## config.mk

```make
export PLATFORM = sky130hd
export DESIGN_NAME = product_accumulator
export DESIGN_NICKNAME = d
export VERILOG_FILES = /design/src/rtl/product_accumulator_pkg.sv /design/src/rtl/product_accumulator_acc.sv /design/src/rtl/product_accumulator.sv
export SDC_FILE = /design/constraint.sdc
export NUM_CORES = 1
export LEC_CHECK = 0
export ABC_CLOCK_PERIOD_IN_PS = 11000
export CAP_MARGIN = 20
export CORE_UTILIZATION = 55
export CTS_CLUSTER_DIAMETER = 100
export DETAILED_ROUTE_END_ITERATION = 10
export PLACE_DENSITY_LB_ADDON = 0.05
export SLEW_MARGIN = 20
export SYNTH_ARGS = -nofsm -noshare
export SYNTH_HDL_FRONTEND = slang
export SYNTH_HIERARCHICAL = 1
export SYNTH_SLANG_ARGS = --single-unit
```

## constraint.sdc

```tcl
create_clock -name clk -period 11 [get_ports clk]
set_clock_uncertainty 0.1 [all_clocks]
set_input_delay 2.2 -clock clk [delete_from_list [all_inputs] [get_ports clk]]
set_output_delay 2.2 -clock clk [all_outputs]
set_load 0.05 [all_outputs]
```

## src/rtl/product_accumulator_pkg.sv

```systemverilog
// Shared types and constants for the product accumulator slice.
// The accumulator sums a fixed-size group of 8-bit multiplier products.
package product_accumulator_pkg;

   // Width of one product coming out of the 4x4 array multiplier
   localparam int PROD_W      = 8;

   // Default group size and accumulator width
   localparam int N_TERMS_DEF = 4;
   localparam int ACC_W_DEF   = 12;

   // Beat counter width for the default group size
   localparam int CNT_W       = $clog2(N_TERMS_DEF);

   // ACCUM: collecting the group; DONE: holding a finished sum for the consumer
   typedef enum logic {
      ST_ACCUM = 1'b0,
      ST_DONE  = 1'b1
   } acc_state_e;

   // Counter width for an arbitrary group size (never narrower than one bit)
   function automatic int cnt_width(input int n);
      return (n < 2) ? 1 : $clog2(n);
   endfunction

endpackage

```

## src/rtl/product_accumulator_acc.sv

```systemverilog
// Ripple-carry adder: ACC_W-bit accumulator plus a zero-extended product.
// Built from one full-adder cell per bit, matching the multiplier array.
module acc_adder
   import product_accumulator_pkg::*;
#(
   parameter int ACC_W = ACC_W_DEF
) (
   input  logic [ACC_W-1:0]  i_acc,
   input  logic [PROD_W-1:0] i_prod,
   output logic [ACC_W-1:0]  o_sum,
   output logic              o_cout
);

   logic [ACC_W-1:0] w_b;
   logic [ACC_W:0]   w_c;

   // Upper bits of the second operand are zero
   assign w_b    = ACC_W'(i_prod);
   assign w_c[0] = 1'b0;

   genvar gi;
   generate
      for (gi = 0; gi < ACC_W; gi++) begin : g_fa
         // One full-adder cell: sum and carry from a, b, carry-in
         assign o_sum[gi]  = i_acc[gi] ^ w_b[gi] ^ w_c[gi];
         assign w_c[gi+1]  = (i_acc[gi] & w_b[gi]) |
                             (i_acc[gi] & w_c[gi]) |
                             (w_b[gi]   & w_c[gi]);
      end
   endgenerate

   assign o_cout = w_c[ACC_W];

endmodule

```

## src/rtl/product_accumulator.sv

```systemverilog
// Product accumulator: sums N_TERMS products per group and hands the result
// to a downstream consumer with an overflow flag.
//
// Handshake: a transfer happens on a rising edge where valid and ready are
// both high. Input side: in_ready depends only on state and clear, never on
// in_valid. Output side: out_valid is registered, and out_sum/out_ovf stay
// stable while out_valid is high until out_ready is seen.
module product_accumulator
   import product_accumulator_pkg::*;
#(
   parameter int N_TERMS = N_TERMS_DEF,
   parameter int ACC_W   = ACC_W_DEF
) (
   input  logic              clk,
   input  logic              rst_n,
   input  logic              clear,
   input  logic [PROD_W-1:0] in_prod,
   input  logic              in_valid,
   output logic              in_ready,
   output logic [ACC_W-1:0]  out_sum,
   output logic              out_ovf,
   output logic              out_valid,
   input  logic              out_ready,
   output logic              o_dbg_state
);

   localparam int            CW   = cnt_width(N_TERMS);
   localparam logic [CW-1:0] LAST = CW'(N_TERMS - 1);

   acc_state_e       r_state;
   logic [ACC_W-1:0] r_acc;
   logic [CW-1:0]    r_cnt;
   logic             r_ovf;
   logic [ACC_W-1:0] r_out_sum;
   logic             r_out_ovf;
   logic             r_out_valid;

   logic             w_accept;
   logic [ACC_W-1:0] w_add_sum;
   logic             w_add_cout;
   logic [ACC_W-1:0] w_next_acc;
   logic             w_next_ovf;

   acc_adder #(
      .ACC_W (ACC_W)
   ) u_adder (
      .i_acc  (r_acc),
      .i_prod (in_prod),
      .o_sum  (w_add_sum),
      .o_cout (w_add_cout)
   );

   // Ready only while collecting, and never in a cycle that aborts the group
   assign in_ready = (r_state == ST_ACCUM) && !clear;
   assign w_accept = in_valid && in_ready;

   // Value the accumulator takes on an accepted beat; first beat restarts the group
   always_comb begin
      w_next_acc = w_add_sum;
      w_next_ovf = r_ovf | w_add_cout;
      if (r_cnt == '0) begin
         w_next_acc = ACC_W'(in_prod);
         w_next_ovf = 1'b0;
      end
   end

   // Group state machine: accumulate beats, then hold the result until taken
   always_ff @(posedge clk) begin
      if (!rst_n) begin
         r_state     <= ST_ACCUM;
         r_acc       <= '0;
         r_cnt       <= '0;
         r_ovf       <= 1'b0;
         r_out_sum   <= '0;
         r_out_ovf   <= 1'b0;
         r_out_valid <= 1'b0;
      end else begin
         case (r_state)
            ST_ACCUM: begin
               if (clear) begin
                  // Abort: partial sum is dropped; acc is reloaded by the next first beat
                  r_cnt <= '0;
                  r_ovf <= 1'b0;
               end else if (w_accept) begin
                  r_acc <= w_next_acc;
                  r_ovf <= w_next_ovf;
                  if (r_cnt == LAST) begin
                     r_cnt       <= '0;
                     r_out_sum   <= w_next_acc;
                     r_out_ovf   <= w_next_ovf;
                     r_out_valid <= 1'b1;
                     r_state     <= ST_DONE;
                  end else begin
                     r_cnt <= r_cnt + CW'(1);
                  end
               end
            end
            ST_DONE: begin
               // clear is ignored here; the pending result is always delivered
               if (out_ready) begin
                  r_out_valid <= 1'b0;
                  r_state     <= ST_ACCUM;
               end
            end
            default: begin
               r_state     <= ST_ACCUM;
               r_out_valid <= 1'b0;
            end
         endcase
      end
   end

   assign out_sum     = r_out_sum;
   assign out_ovf     = r_out_ovf;
   assign out_valid   = r_out_valid;
   assign o_dbg_state = r_state;

endmodule

```

### After elaboration in Yosys (flattened, before gate mapping)

Cells that the tools add are included.

| operators by class | value |
|---|---|
| add/subtract/negate cells | 1 |
| equality and inequality tests | 5 |
| multiplexer cells | 17 |
| bitwise logic cells | 62 |
| reduce and logical (&&, ||, !) cells | 9 |

Operator list:

| kind | count |
|---|---|
| bitwise AND 1 bit | 26 |
| XOR 1 bit | 19 |
| bitwise OR 1 bit | 15 |
| 2-to-1 mux 12 bit | 1 |
| 2-to-1 mux 1 bit | 11 |
| AND reduction 4 bit | 2 |
| 2-to-1 mux 2 bit | 3 |
| inequality test 2 bit, second input constant | 3 |
| one-hot mux 1 bit (2 select lines) | 2 |
| AND reduction 3 bit | 1 |
| adder 2 x 1 -> 2 bit, second input constant | 1 |
| equality test 2 bit, second input constant | 1 |
| logical AND 1 bit | 2 |
| zero test 2 bit | 1 |
| inequality test 2 x 1 -> 1 bit, second input constant | 1 |
| inverter 1 bit | 2 |
| AND reduction 2 bit | 1 |
| nonzero test 2 bit | 1 |
| zero test 1 bit | 1 |

| word-level totals | value |
|---|---|
| register bits | 30 |
| input bits | 13 |
| output and inout bits | 16 |
| word-level logic and storage cells | 101 |

### Longest topological paths before layout

Gate-level depths: netlist of the first run.

| depth | value |
|---|---|
| depth in word-level cells | 30 |
| gate-level depth with buffers | 15 |
| mapped depth without buffers | 15 |

### Cells and area by module

The synthesis of the first run kept the hierarchy.

Modules (own cells, without submodules):

| module | instances | cells each | area an instance (um^2) | sequential area each (um^2) |
|---|---|---|---|---|
| product_accumulator | 1 | 130 | 1341.3 | 600.6 |
| acc_adder | 1 | 12 | 202.7 | 0.0 |

### Least setup slack after synthesis of the first run

Ideal clock, no wire load.

| timing | value |
|---|---|
| path kind | in2reg |
| start | input in_prod[0] |
| end | register r_ovf |
| library setup time | 0.123 ns |
| data arrival time | 6.110 ns |
| required time | 10.777 ns |
| setup slack | 4.666 ns |
| stages on the path | 15 |
| path buffers | 0 |
| cell sequence | ha_1 > fa_1 > fa_1 > fa_1 > fa_1 > fa_1 > fa_1 > fa_1 > ha_1 > ha_1 > ha_1 > ha_1 > and4bb_2 > o21bai_1 > a21boi_0 |

| on the way | value |
|---|---|
| cells in the longest elaborated chain, start to end | 30 |
| elaborated cells between the ends (all ways) | 37 |
| classes of those cells | 3 x mux; 34 x bitwise |

Ends and longest elaborated chain:

| what | line | text |
|---|---|---|
| start: declaration | product_accumulator.sv:17 | `input logic [PROD_W-1:0] in_prod,` |
| bitwise AND 1 bit * | product_accumulator_acc.sv:26 | `assign w_c[gi+1] = (i_acc[gi] & w_b[gi]) \|` |
| bitwise AND 1 bit | product_accumulator_acc.sv:27 | `(i_acc[gi] & w_c[gi]) \|` |
| bitwise OR 1 bit | product_accumulator_acc.sv:26 |  |
| bitwise OR 1 bit * | product_accumulator_acc.sv:27 |  |
| bitwise AND 1 bit | product_accumulator_acc.sv:27 |  |
| bitwise OR 1 bit | product_accumulator_acc.sv:26 |  |
| bitwise OR 1 bit * | product_accumulator_acc.sv:27 |  |
| bitwise AND 1 bit | product_accumulator_acc.sv:27 |  |
| [... 12 more ...] | -- |  |
| bitwise OR 1 bit | product_accumulator_acc.sv:26 |  |
| bitwise OR 1 bit * | product_accumulator_acc.sv:27 |  |
| bitwise AND 1 bit * (4 in a row) | product_accumulator_acc.sv:27 |  |
| via w_add_cout | product_accumulator.sv:40 | `logic w_add_cout;` |
| bitwise OR 1 bit * | product_accumulator.sv:60 | `w_next_ovf = r_ovf \| w_add_cout;` |
| 2-to-1 mux 1 bit * | product_accumulator.sv:61 | `if (r_cnt == '0) begin` |
| 2-to-1 mux 1 bit * | product_accumulator.sv:84 | `end else if (w_accept) begin` |
| 2-to-1 mux 1 bit * | product_accumulator.sv:80 | `if (clear) begin` |
| end signal: assignment | product_accumulator.sv:86 | `r_ovf <= w_next_ovf;` |
| end: declaration | product_accumulator.sv:33 | `logic r_ovf;` |

The timed path passes the listed nets; every way through them passes the cells marked *. The select of a mux whose other input is x is not followed.
A chain may end at the register's enable or synchronous reset.

### Worst setup path after layout of the first run

Same ends and word-level chain as after synthesis.

==> impl_metrics.py, run 1 <==
metrics = {
    "run_status": {
        "outcome": "completed",
    },
    "yosys": {
        "synthFlopType": "dfxtp_1",
        "yosys-top-cells-area": "dfxtp_1 (39%), o211a_1 (10%), fa_1 (9.1%)",
        "seq_area_frac_synth_pct": 38.9,
        "synth_warnings": 6,
        "synth_top_cell_by_area": "dfxtp_1",
        "synth_nets": 169,
        "ys_types": 22,
        "synth_edf_count": 0,
        "avgSynthCellArea_um2": 10.9,
        "synthCells": 142,
        "syn-cell-area_um2": 1540,
        "netlist_top_cells_count": "dfxtp_1 (30), nand2_1 (27), o211a_1 (16)",
        "netlist.area_leader.share_pct": 38.9,
        "ys_ff_latch": 30,
        "async_reset_ff_share_pct": 0,
        "yosysMostFrequentCell": "dfxtp_1",
    },
    "sta": {
        "slew-limit-headroom_pct": 38.3,
        "rsz0062_at_grt": "false",
        "timing.hold.ws_ns": 0.370,
        "worst_pin_slew_ns": 0.922,
        "hold_viol": 0,
        "setup_viol": 0,
        "fin_tns_setup_ns": 0,
        "setup_ws_ns": 4.30,
        "finalMaxSlewViolations": 0,
        "fin_crit_sh_pct": 60.9,
        "fmax_mhz": 149,
        "post-route-min-period_ns": 6.70,
    },
    "route": {
        "firstDrtPassIters": 4,
        "drc": 0,
        "drt_wl_total_um": 2650,
        "via_per_inst": 5.39,
        "drtIter0Drc": 9,
        "num_vias": 1068,
        "wire_per_inst_um": 13.4,
        "postRouteAntennaNets": 0,
    },
    "global_route": {
        "grt_pass1_vias": 977,
        "grtUsageTotal_pct": 20.7,
        "grt.overflow.total": 0,
        "antenna_found_initial": 0,
        "grt_first_pass_wirelength_um": 4200,
        "grt_max_degree": 31,
    },
    "run": {
        "maxCapViolCount": 0,
    },
    "pwr": {
        "power_density_nw_per_um2": 107,
        "p_leak_nw": 0.893,
        "peakVddDrop_mv": 0.105,
        "finalPower_mw": 0.197,
    },
    "worst_setup_path": {
        "cpLargestDelayFamily": "adder cells",
        "crit_top_cell": "fa_1",
        "critPathKind": "primary input to register",
        "slowest_delay_ns": 0.43,
        "slowest_stage": "clkdlybuf4s50_1",
        "rrSetupSlack_ns": 6.29,
        "crit_buf_inv": 1,
        "worst_setup_path_start_kind": "primary input",
        "worstPathCellList": "clkdlybuf4s50_1 -> ha_1 -> fa_1 -> fa_1 -> fa_1 -> fa_1 -> fa_1 -> fa_1 -> fa_1 -> ha_1 -> ha_1 -> ha_1 -> ha_1 -> and4bb_2 -> o21bai_1 -> a21boi_0",
        "arrival_ns": 6.81,
        "cp_max_fo": 2,
        "startpoint": "in_prod[0]",
        "reg2reg_to": "r_ovf$_SDFFE_PN0P_",
        "ff2ff_path_depth": 15,
        "rr_startpoint": "r_acc[0]$_SDFFE_PN0P_",
        "end_kind": "register",
        "crit_required_ns": 11.11,
    },
    "worst_hold_path": {
        "hold-path-endpoint": "out_ovf$_SDFFE_PN0P_",
        "hold_path_startpoint": "out_ovf$_SDFFE_PN0P_",
        "hold_class": "register to register",
        "holdPathStages": 2,
    },
    "layout": {
        "multi_input_area_um2": 867,
        "final_core_util_pct": 71.6,
        "fin_nets": 195,
        "stdcell_area_um2": 1840,
        "fill_cells": 205,
        "syn2layout_area_growth_pct": 19.0,
        "regArea_um2": 601,
        "drive_gt1_share_pct": 5.36,
        "final_cells": 198,
        "antenna_cells": 0,
    },
    "cts": {
        "clk-insertion-delay-late_ns": 0.32,
        "clock_path_buffers": 2,
        "h-tree-depth": 2,
        "cts_tree": "yes",
        "cts_made_buffers": 5,
        "root_buffer": "clkbuf_4",
        "path_clk_slew_ns": 0.09,
        "clock_sinks": 30,
        "post_cts_buffers": 0,
        "postCtsResizedCells": 0,
        "ctsHoldBuffers": 0,
    },
    "floorplanning": {
        "core_um2": 2570,
        "io_pins": 29,
        "rows": 18,
        "die_w_um": 55.0,
        "start_util_pct": 60.1,
        "dieArea_um2": 3020,
        "die_y_um": 55.0,
    },
    "place": {
        "placed_area_um2": 1790,
        "gp_congestion": 0.756,
        "pre_cts_ws_ns": 3.96,
        "portBuffers": 28,
        "hpwl_um": 1900,
        "dp_cells": 191,
    },
}
-- logic make-up after synthesis --
logic type / Yosys count / synth area share (%)
compound gates: 28 / 16.0
fa+ha+maj: 14 / 14.7
buf+inv: 11 / 4.94
flops: 30 / 38.9
mux: 13 / 8.43
simple gates: 46 / 16.9
-- worst min-delay path, stage by stage, from the launching register on --
cell	delay, ns
dfxtp_1	0.31
nand2_1	0.05
a21boi_0	0.06
-- worst max-delay path by stage --
stage | slack, ns | to | cells after the start
after floorplan | 4.67 | r_ovf$_SDFFE_PN0P_ | 15
after global placement | 4.10 | r_ovf$_SDFFE_PN0P_ | 16
after detailed placement | 3.96 | r_ovf$_SDFFE_PN0P_ | 16
after CTS | 4.31 | r_ovf$_SDFFE_PN0P_ | 16
after global routing | 4.14 | out_sum[11]$_SDFFE_PN0P_ | 16
final | 4.30 | r_ovf$_SDFFE_PN0P_ | 16
-- cells in the final DEF, fill, tap and decap left out --
cell	count
a21boi_0	8
a21oi_1	1
a22oi_1	1
and4bb_2	2
clkbuf_1	2
clkbuf_4	5
clkdlybuf4s50_1	28
dfxtp_1	30
fa_1	7
ha_1	7
inv_1	2
mux2i_1	13
nand2_1	27
nand2b_1	1
nand4bb_4	1
nor2_1	2
nor2b_1	11
nor3b_4	1
o211a_1	16
o21bai_1	2
or3_1	1
-- flip-flops by register name, indices dropped and copies added (netlist names) --
register	cells
r_cnt	2
o_dbg_state	1
out_valid	1
r_ovf	1
r_acc	12
out_ovf	1
out_sum	12
-- layout make-up --
type                    count  share of cell area (%)
well taps                  30                    2.04
inverters                   2                   0.408
multi-input cells         101                    47.2
flip-flops and latches     30                    32.7
clock buffers               7                    2.45
repair buffers             28                    15.2
-- report_power, final --
group / leakage (nW) / total [mW] / internal, mW / switching, mW
combinational: 0.624 / 0.0256 / 0.0132 / 0.0124
clock: 0.0254 / 0.0583 / 0.0241 / 0.0343
sequential: 0.243 / 0.113 / 0.111 / 0.00189
-- layer usage --
| metal | vias to the layer above | routed length, um | global-route usage (%) |
|---|---|---|---|
| li1 | 540 | - | - |
| met2 | 21 | 1330 | 35.7 |
| met1 | 503 | 1210 | 22.8 |
| met3 | 4 | 88 | 5.74 |
| met4 | 0 | 28 | 11.7 |
| met5 | - | 0 | 0 |
Power figures use the tool's default switching activity.
==> run 2: changes to the inputs <==
- ABC_CLOCK_PERIOD_IN_PS: 11000 -> 5650
- CORE_UTILIZATION: 55 -> 46
- clock period: 11 -> 5.65 ns (I/O delays scaled with it)
==> run 2 against run 1 <==
Effect of this change:
- non-clock buffer count unchanged
- combinational power increased by 92%
- die area increased by 19%
- sequential power increased by 95%
- sequential share of layout area decreased by 0.40 points
==> impl_metrics.py, run 2 (synthesis results as in run 1) <==
metrics = {
    "place": {
        "hpwl_um": 1880,
        "portBuffers": 28,
        "dp_cells": 205,
        "gp_congestion": 0.662,
    },
    "pwr": {
        "p_leak_nw": 0.891,
        "power_frac_seq_pct": 57.1,
        "power_density_nw_per_um2": 207,
        "cellInternalPower_mw": 0.288,
        "switching_share_pct": 25.1,
        "p_comb_share_pct": 12.8,
        "peakVddDrop_mv": 0.112,
        "finalPower_mw": 0.385,
        "p_clk_share_pct": 30.2,
        "net-switching-power_mw": 0.0967,
    },
    "worst_setup_path": {
        "critical_path_depth": 16,
        "arrival_ns": 5.59,
        "ff2ff_path_depth": 15,
        "slowest_delay_ns": 0.42,
        "crit_required_ns": 5.77,
        "worst_setup_path_start_kind": "primary input",
        "crit_buf_inv": 1,
        "end_kind": "register",
        "critPathKind": "primary input to register",
        "cpLargestDelayFamily": "adder cells",
        "crit_top_cell": "fa_1",
        "cp_max_fo": 2,
        "slowest_stage": "clkdlybuf4s50_1",
        "worstPathCellList": "clkdlybuf4s50_1 -> ha_1 -> fa_1 -> fa_1 -> fa_1 -> fa_1 -> fa_1 -> fa_2 -> fa_1 -> ha_1 -> ha_1 -> ha_1 -> ha_1 -> and4bb_2 -> o21bai_1 -> a21boi_0",
    },
    "layout": {
        "multi_input_area_um2": 872,
        "regArea_um2": 601,
        "syn2layout_area_growth_pct": 20.5,
        "drive_gt1_share_pct": 6.55,
        "fin_nets": 195,
        "final_cells": 212,
        "final_common_cell": "dfxtp_1",
        "fill_cells": 280,
        "layout_common_cells": "dfxtp_1 (30), clkdlybuf4s50_1 (28), nand2_1 (27)",
        "antenna_cells": 0,
    },
    "cts": {
        "post_cts_buffers": 0,
        "clk-insertion-delay-late_ns": 0.33,
        "root_buffer": "clkbuf_4",
        "path_clk_slew_ns": 0.09,
        "clock_path_buffers": 2,
        "cts_tree": "yes",
        "cts_made_buffers": 5,
        "h-tree-depth": 2,
        "clock_sinks": 30,
    },
    "global_route": {
        "grt_pass1_vias": 1024,
        "grtUsageTotal_pct": 17.3,
        "antenna_found_initial": 0,
        "grt_max_degree": 31,
        "grt.overflow.total": 0,
        "grt_first_pass_wirelength_um": 4410,
    },
    "route": {
        "wire_per_inst_um": 12.7,
        "drc": 0,
        "via_per_inst": 5.08,
        "postRouteAntennaNets": 0,
        "drt_wl_total_um": 2690,
        "num_vias": 1078,
        "drtIter0Drc": 49,
        "firstDrtPassIters": 4,
    },
    "sta": {
        "post-route-min-period_ns": 5.47,
        "worst_pin_slew_ns": 0.939,
        "fmax_mhz": 183,
        "rsz0062_at_grt": "false",
        "fin_crit_sh_pct": 96.8,
        "hold_viol": 0,
        "slew-limit-headroom_pct": 37.2,
        "finalMaxSlewViolations": 0,
        "setup_viol": 0,
    },
    "floorplanning": {
        "die_w_um": 59.9,
        "core_um2": 3130,
        "dieArea_um2": 3590,
        "rows": 20,
        "io_pins": 29,
        "die_y_um": 59.9,
        "start_util_pct": 49.4,
    },
    "worst_hold_path": {
        "holdPathStages": 2,
        "hold_class": "register to register",
    },
    "run_status": {
        "outcome": "completed",
    },
    "run": {
        "maxCapViolCount": 0,
    },
}
run 2: path summary, 6_finish.rpt:
kind	slack (ns)	startpoint	to
setup / recovery	0.18	in_prod[0]	r_ovf$_SDFFE_PN0P_
hold reg to reg	0.37	out_sum[11]$_SDFFE_PN0P_	out_sum[11]$_SDFFE_PN0P_
hold / removal	0.37	out_sum[11]$_SDFFE_PN0P_	out_sum[11]$_SDFFE_PN0P_
setup reg to reg	1.08	r_acc[0]$_SDFFE_PN0P_	r_ovf$_SDFFE_PN0P_
run 2: cell type report:
cell class                 count  share of cell area [%]
clock buffer                   7                    2.42
inverter                       2                   0.403
multi-input combinational    101                    46.9
sequential                    30                    32.3
tap                           44                    2.96
timing repair buffer          28                    15.1
run 2: routing by layer:
metal / GRT usage, % / routed length (um) / vias up
met5: 0 / 0 / -
met4: 8.97 / 57 / 0
met3: 6.49 / 95 / 6
met2: 30.2 / 1340 / 18
met1: 17.9 / 1200 / 512
li1: - / - / 542
run 2: repair_timing:
item,4_1_cts,5_1_grt
endpoints found under the setup margin,0,3
hold endpoints to repair,0,0
resized for setup,0,2
hold buffers,0,0
run 2: power by group through the flow:
stage / clock, mW / sequential [mW] / combinational [mW]
5_1_grt: 0.132 / 0.220 / 0.0555
2_1_floorplan: 0 / 0.224 / 0.0333
4_1_cts: 0.125 / 0.220 / 0.0497
6_report: 0.116 / 0.220 / 0.0492
3_5_place_dp: 0 / 0.225 / 0.0493
3_3_place_gp: 0 / 0.224 / 0.0487
run 2: per-stage QoR:
stage          hold slack, ns  TNS [ns]  setup WS [ns]  util, %  area [um^2]
2_1_floorplan           0.351         0          0.386        -         1540
3_3_place_gp            0.355    -0.453         -0.172     57.9         1810
3_5_place_dp            0.361    -0.809         -0.246     57.9         1810
4_1_cts                 0.375         0          0.124     59.3         1860
5_1_grt                 0.409         0         0.0216     59.5         1860
6_report                0.369         0          0.181     59.5         1860
run 2: worst min-delay path: cells and delay by family, from the launching register on:
| kind | cells | cell delay, ns |
|---|---|---|
| flip-flops | 1 | 0.32 |
| AO/OA/AOI/OAI | 1 | 0.06 |
| AND/OR/NAND/NOR | 1 | 0.04 |
